### src/rtl/lsu_mem_requester.sv
// rtl/lsu_mem_requester.sv - single-outstanding load/store requester driving the data-memory strobe port
// Optional LSU_MISALIGN_TRAP_EN turns misaligned halfword/word requests into error completions.
module lsu_mem_requester #(
  parameter int unsigned TIMEOUT_CYCLES = 15
) (
  input  logic        clk,
  input  logic        reset,
  input  logic        req_valid,
  output logic        req_ready,
  input  logic        req_write,
  input  logic [31:0] req_addr,
  input  logic [31:0] req_wdata,
  input  logic [1:0]  req_size,
  input  logic        req_signed,
  output logic        rsp_valid,
  output logic [31:0] rsp_rdata,
  output logic        rsp_err,
  output logic [31:0] mem_addr,
  output logic [31:0] mem_write_data,
  output logic        mem_memread,
  output logic        mem_memwrite,
  output logic [3:0]  mem_sign_mask,
  input  logic [31:0] mem_read_data,
  input  logic        mem_clk_stall
);

  localparam logic [7:0] TMO = 8'(TIMEOUT_CYCLES);

  typedef enum logic [1:0] {S_IDLE, S_ISSUE, S_WAIT, S_RESP} state_e;

  state_e      state_q;
  logic        req_ready_q;
  logic        rsp_valid_q;
  logic [31:0] rsp_rdata_q;
  logic        rsp_err_q;
  logic [31:0] mem_addr_q;
  logic [31:0] mem_write_data_q;
  logic        mem_memread_q;
  logic        mem_memwrite_q;
  logic [3:0]  mem_sign_mask_q;
  logic        write_q;
  logic        err_pend_q;
  logic        seen_stall_q;
  logic [7:0]  tmo_cnt_q;

  logic [3:0]  mask_d;
  logic        misalign_d;
  logic        bad_d;
  logic        tmo_hit_d;

  always_comb begin
    mask_d = {req_signed, 3'b111};
    case (req_size)
      2'b00:   mask_d[2:0] = 3'b001;
      2'b01:   mask_d[2:0] = 3'b011;
      default: mask_d[2:0] = 3'b111;
    endcase
`ifdef LSU_MISALIGN_TRAP_EN
    misalign_d = ((req_size == 2'b01) && req_addr[0]) ||
                 ((req_size == 2'b10) && (req_addr[1:0] != 2'b00));
`else
    misalign_d = 1'b0;
`endif
    bad_d     = (req_size == 2'b11) || misalign_d;
    tmo_hit_d = ((tmo_cnt_q + 8'd1) == TMO);
  end

  always_ff @(posedge clk) begin
    if (reset) begin
      state_q          <= S_IDLE;
      req_ready_q      <= 1'b0;
      rsp_valid_q      <= 1'b0;
      rsp_rdata_q      <= 32'd0;
      rsp_err_q        <= 1'b0;
      mem_addr_q       <= 32'd0;
      mem_write_data_q <= 32'd0;
      mem_memread_q    <= 1'b0;
      mem_memwrite_q   <= 1'b0;
      mem_sign_mask_q  <= 4'd0;
      write_q          <= 1'b0;
      err_pend_q       <= 1'b0;
      seen_stall_q     <= 1'b0;
      tmo_cnt_q        <= 8'd0;
    end else begin
      case (state_q)
        S_IDLE: begin
          // Memory has no reset and may still finish a timed-out access; never overlap it.
          req_ready_q <= !mem_clk_stall;
          if (req_valid && req_ready_q) begin
            req_ready_q <= 1'b0;
            write_q     <= req_write;
            if (bad_d) begin
              err_pend_q <= 1'b1;
              state_q    <= S_RESP;
            end else begin
              mem_addr_q       <= req_addr;
              mem_write_data_q <= req_wdata;
              mem_sign_mask_q  <= mask_d;
              mem_memread_q    <= !req_write;
              mem_memwrite_q   <= req_write;
              state_q          <= S_ISSUE;
            end
          end
        end
        S_ISSUE: begin
          // Strobes must drop after one cycle or the idle memory starts a second access.
          mem_memread_q  <= 1'b0;
          mem_memwrite_q <= 1'b0;
          seen_stall_q   <= 1'b0;
          tmo_cnt_q      <= 8'd0;
          state_q        <= S_WAIT;
        end
        S_WAIT: begin
          tmo_cnt_q <= tmo_cnt_q + 8'd1;
          if (mem_clk_stall) seen_stall_q <= 1'b1;
          if (seen_stall_q && !mem_clk_stall) begin
            rsp_valid_q <= 1'b1;
            rsp_err_q   <= 1'b0;
            rsp_rdata_q <= write_q ? 32'd0 : mem_read_data;
            state_q     <= S_RESP;
          end else if (tmo_hit_d) begin
            rsp_valid_q <= 1'b1;
            rsp_err_q   <= 1'b1;
            rsp_rdata_q <= 32'd0;
            state_q     <= S_RESP;
          end
        end
        S_RESP: begin
          if (rsp_valid_q) begin
            rsp_valid_q      <= 1'b0;
            rsp_err_q        <= 1'b0;
            rsp_rdata_q      <= 32'd0;
            mem_addr_q       <= 32'd0;
            mem_write_data_q <= 32'd0;
            mem_sign_mask_q  <= 4'd0;
            err_pend_q       <= 1'b0;
            req_ready_q      <= !mem_clk_stall;
            state_q          <= S_IDLE;
          end else begin
            // Error taken straight from IDLE: pulse the response one cycle later.
            rsp_valid_q <= 1'b1;
            rsp_err_q   <= err_pend_q;
            rsp_rdata_q <= 32'd0;
          end
        end
        default: state_q <= S_IDLE;
      endcase
    end
  end

  assign req_ready      = req_ready_q;
  assign rsp_valid      = rsp_valid_q;
  assign rsp_rdata      = rsp_rdata_q;
  assign rsp_err        = rsp_err_q;
  assign mem_addr       = mem_addr_q;
  assign mem_write_data = mem_write_data_q;
  assign mem_memread    = mem_memread_q;
  assign mem_memwrite   = mem_memwrite_q;
  assign mem_sign_mask  = mem_sign_mask_q;

endmodule

### config.mk
export PLATFORM = sky130hd
export DESIGN_NAME = lsu_mem_requester
export DESIGN_NICKNAME = d
export VERILOG_FILES = /design/src/rtl/lsu_mem_requester.sv
export SDC_FILE = /design/constraint.sdc
export NUM_CORES = 1
export LEC_CHECK = 0
export ABC_AREA = 1
export CORE_MARGIN = 10
export CORE_UTILIZATION = 46
export DETAILED_ROUTE_END_ITERATION = 8
export PLACE_DENSITY = 0.82
export SLEW_MARGIN = 20
export SYNTH_ARGS = -nofsm -noshare
export SYNTH_HDL_FRONTEND = slang
export SYNTH_SLANG_ARGS = --single-unit
### constraint.sdc
create_clock -name clk -period 5.4 [get_ports clk]
set_clock_uncertainty 0.15 [all_clocks]
set_input_delay 1.08 -clock clk [delete_from_list [all_inputs] [get_ports clk]]
set_output_delay 1.08 -clock clk [all_outputs]
set_load 0.02 [all_outputs]
======== Word-level counts from Yosys, hierarchy flattened ========
Cells that the tools add are included.
operators by class
  add/sub/neg operators ................... 1
  equality and inequality tests ........... 12
  muxes and demuxes ....................... 44
  reductions and logical operators ........ 18
operators by type and width
  operator             count
  $mux 32              8
  $pmux 32 s2          3
  $pmux 8 s2           1
  $mux 1               14
  $pmux 1 s2           7
  $mux 4               3
  $mux 2               5
  $ne 2x2->1 const B   5
  $reduce_and 3->1     3
  $add 8x1->8 const B  1
  $eq 8x4->1 const B   1
  $pmux 2 s4           1
  $pmux 4 s2           1
  $reduce_and 2->1     4
  $reduce_bool 2->1    4
  $eq 2x2->1 const B   3
  $pmux 3 s2           1
  $eq 2x1->1 const B   2
  $logic_not 2->1      2
  $reduce_and 4->1     1
  $ne 3x3->1 const B   1
  $logic_and 1x1->1    2
  $logic_not 1->1      2
storage, ports and cells
  flip-flop bits (word level) ............. 118

======== Longest topological paths before layout ========
  word-level depth ........................ 5
  depth in mapped cells ................... 13
  gate-level depth less buffers ........... 12

======== Least setup slack after synthesis ========
Ideal clock, no wire load.
  kind .................................... input to register
  start point ............................. input port req_valid
  end point ............................... register mem_write_data_q[15] (netlist: mem_write_data[15])
  setup time .............................. 70 ps
  arrival time ............................ 2041 ps
  required time ........................... 5180 ps
  path slack .............................. 3139 ps
  stages on the path ...................... 12
  path buffers ............................ 2
  cells stage by stage .................... nand2_1 > nand2_1 > nand2_1 > inv_2 > nand2_1 > inv_2 > nand2_1 > inv_2 > buf_4 > buf_6 > nand2_1 > a21oi_1
on the way
  cells in the longest elaborated chain, start to end .. 3
RTL lines
  item                               line  text
  start: declaration                 8     input logic req_valid,
  $logic_and 1x1->1                  89    if (req_valid && req_ready_q) begin
  $ne 2x2->1 (no source line)        n/a
  $reduce_and 4->1 (no source line)  n/a
  end signal: assignment             97    mem_write_data_q <= req_wdata;
  end: declaration                   37    logic [31:0] mem_write_data_q;
No other way between the ends.
A chain may end at the register's enable or synchronous reset.

======== Final worst setup path ========
  start point ............................. input port mem_clk_stall
  end point ............................... register rsp_rdata_q[16] (netlist: rsp_rdata[16])
on the way
  cells in the longest elaborated chain, start to end .. 4
  elaborated cells on any way between the ends .. 6
RTL lines
  item                                                    line  text
  start: declaration                                      24    input logic mem_clk_stall
  $logic_not 1->1 *                                       116   if (seen_stall_q && !mem_clk_stall) begin
  $logic_and 1x1->1 *                                     116
  $mux 32 / $ne 3x3->1 (equally long branches)            n/a
  $pmux 32 s2 / $reduce_and 2->1 (equally long branches)  n/a
  end signal: assignment                                  119   rsp_rdata_q <= write_q ? 32'd0 : mem_read_data;
  end: declaration                                        34    logic [31:0] rsp_rdata_q;
Every way passes the cells marked *; elsewhere a longest branch is shown, timed or not.

==> flow_summary.json <==
{
  "outcome": "complete, no violations",
  "start_util_pct": 47.2,
  "grt_pass1_vias": 5083,
  "worstSetupPathType": "in -> reg",
  "synthArstFlopShare_pct": 0,
  "synth.avg_cell_area_um2": 7.14,
  "fin_cells": 1021,
  "setup-tns-final_ns": 0,
  "synth_top_area_share_pct": 48.5,
  "ys_types": 26,
  "power_mw": 4.15,
  "rsz0062_at_grt": "no",
  "clock_sinks": 118,
  "power_frac_seq_pct": 31.0,
  "area_growth_pct": 54.1,
  "drive_gt1_share_pct": 4.86,
  "cp-end-kind": "flip-flop",
  "hold_class": "reg -> reg",
  "clkTransAtPathRegs_ns": 0.05,
  "clockBufferDepth": 2,
  "grt_pass1_wl_mm": 25.3,
  "reg2reg_slack_ns": 2.51,
  "synth_ff_type": "dfxtp_1",
  "switchingPower_mw": 1.53,
  "grt.total_usage_pct": 21.1,
  "via_per_inst": 5.03,
  "cts-resized-gates": 0,
  "synth-seq-cells": 118,
  "cp_max_fo": 57,
  "critPathLaunchType": "input port",
  "setup_viol": 0,
  "layout_common_cells": "242 x nand2_1, 207 x clkdlybuf4s50_1, 118 x dfxtp_1, 109 x a21oi_1, 56 x nor2_1",
  "slew_viol_final": 0,
  "die_x_um": 123,
  "wirelength_mm": 16.1,
  "postCtsSetupBuffers": 0,
  "cts_tree": "done",
  "netlist_instances": 683,
  "syn_nets": 793,
  "final_common_cell": "nand2_1",
  "portBuffers": 208,
  "htreeDepth": 4,
  "antenna_found_initial": 0,
  "grt_max_degree": 79,
  "ir_drop_mv": 0.313,
  "rows": 37,
  "p_comb_share_pct": 41.8,
  "cap_violations": 0,
  "syn_area_mm2": 0.00487,
  "wl_per_cell_um": 15.7,
  "leakage_nw": 2.97,
  "finalCritPeriodShare_pct": 54.2,
  "power_density_mw_per_mm2": 553,
  "ant_nets": 0,
  "final_hold_viol_count": 0,
  "num_io_pins": 209,
  "firstDrtPassIters": 5,
  "die-area_mm2": 0.0151,
  "clk-insertion-delay-late_ns": 0.52,
  "max_freq_ghz": 0.342,
  "core-area_mm2": 0.0103,
  "drc": 0,
  "gp_congestion": 0.830,
  "n_antenna_cell": 0,
  "cts_inserted_buffers": 17,
  "ys_seq_area_share_pct": 48.5,
  "hold_buffers": 0,
  "yosysTopAreaCell": "dfxtp_1",
  "timing.hold.ws_ns": 0.311,
  "p_clk_share_pct": 27.2,
  "required_ns": 5.65,
  "dp_hpwl_mm": 11.5,
  "ys_warn_count": 0,
  "arrival_ns": 3.18,
  "cts_root_buffer": "clkbuf_8",
  "first_iter_violations": 381,
  "die_h_um": 123,
  "swShare_pct": 36.9,
  "slew_headroom_pct": 30.3,
  "synth-edff-count": 0,
  "dp_cells": 989,
  "fin_crit_ns": 2.93,
  "synthTopCellsByArea": "dfxtp_1 48%, nand2_1 19%, a21oi_1 11%",
  "vias": 5131,
  "intPower_mw": 2.62,
  "gr-total-overflow": 0,
  "final_nets": 982,
  "max_slew.worst_pin.slew_ns": 1.04
}
==> cells by family after synthesis <==
| logic type | share of synthesized area [%] |
|---|---|
| flip-flops | 48.5 |
| AND/OR/NAND/NOR | 28.1 |
| buffers and inverters | 8.50 |
| AO/OA/AOI/OAI | 13.4 |
| adder cells (fa/ha/maj) | 1.54 |
==> per-layer routing <==
metal	up-vias	wire length (um)	track usage, %
met5	-	0	0
met4	0	185	7.58
met3	14	2280	12.2
met2	235	7570	34.3
met1	2336	6040	22.4
li1	2546	-	-
==> flip-flops by register name, indices dropped and copies added, names as in the netlist, 2 cells and up <==
signal and cells:
mem_addr 32, mem_write_data 32, rsp_rdata 32, tmo_cnt_q 8, mem_sign_mask 4, state_q 2
==> power by group through the flow <==
stage	registers (mW)	clock network (mW)	logic, mW
2_1_floorplan	1.60	0	0.710
6_report	1.29	1.13	1.74
3_3_place_gp	1.29	0	1.71
3_5_place_dp	1.30	0	1.74
4_1_cts	1.29	1.15	1.75
5_1_grt	1.32	1.18	1.90
==> path summary, 6_finish.rpt <==
kind,start,endpoint,cells past startpoint
worst max-delay path,mem_clk_stall,rsp_rdata[16],10
worst min-delay path,mem_sign_mask[3],mem_sign_mask[3],2
worst max register to register,tmo_cnt_q[1],rsp_rdata[16],11
worst min register to register,mem_sign_mask[3],mem_sign_mask[3],2
==> cell usage after synthesis, types with 3 or more instances <==
master / instances
nand2_1: 243
dfxtp_1: 118
a21oi_1: 109
nor2_1: 56
inv_1: 41
nand3_1: 38
clkbuf_1: 21
buf_2: 10
o21ai_0: 10
buf_6: 9
ha_1: 6
inv_2: 3
==> final cells by class <==
cell class              count  area [um^2]
flip-flops and latches    118         2360
fillers                   776         2820
repair buffers            212         2110
well taps                 136          170
multi-input cells         478         2100
clock inverters             8          120
inverters                  45          169
clock buffers              24          480
==> worst max-delay path: stages <==
cell and delay [ns]:
clkdlybuf4s50_1 0.47, inv_1 0.06, nand2_1 0.10, inv_1 0.05
nor2_1 0.10, nand2_2 0.56, nand2_2 0.50, nand2_1 0.10
nand2_1 0.07, nor2_1 0.05
==> stage by stage <==
step	cell area, um^2	utilization (%)	worst slack (ns)
2_1_floorplan	4870	-	3.14
3_3_place_gp	6910	66.9	2.05
3_5_place_dp	6910	66.9	1.97
4_1_cts	7510	72.7	2.49
5_1_grt	7510	72.7	2.22
6_report	7510	72.7	2.47
No activity file was read; power rests on OpenSTA's default activity.
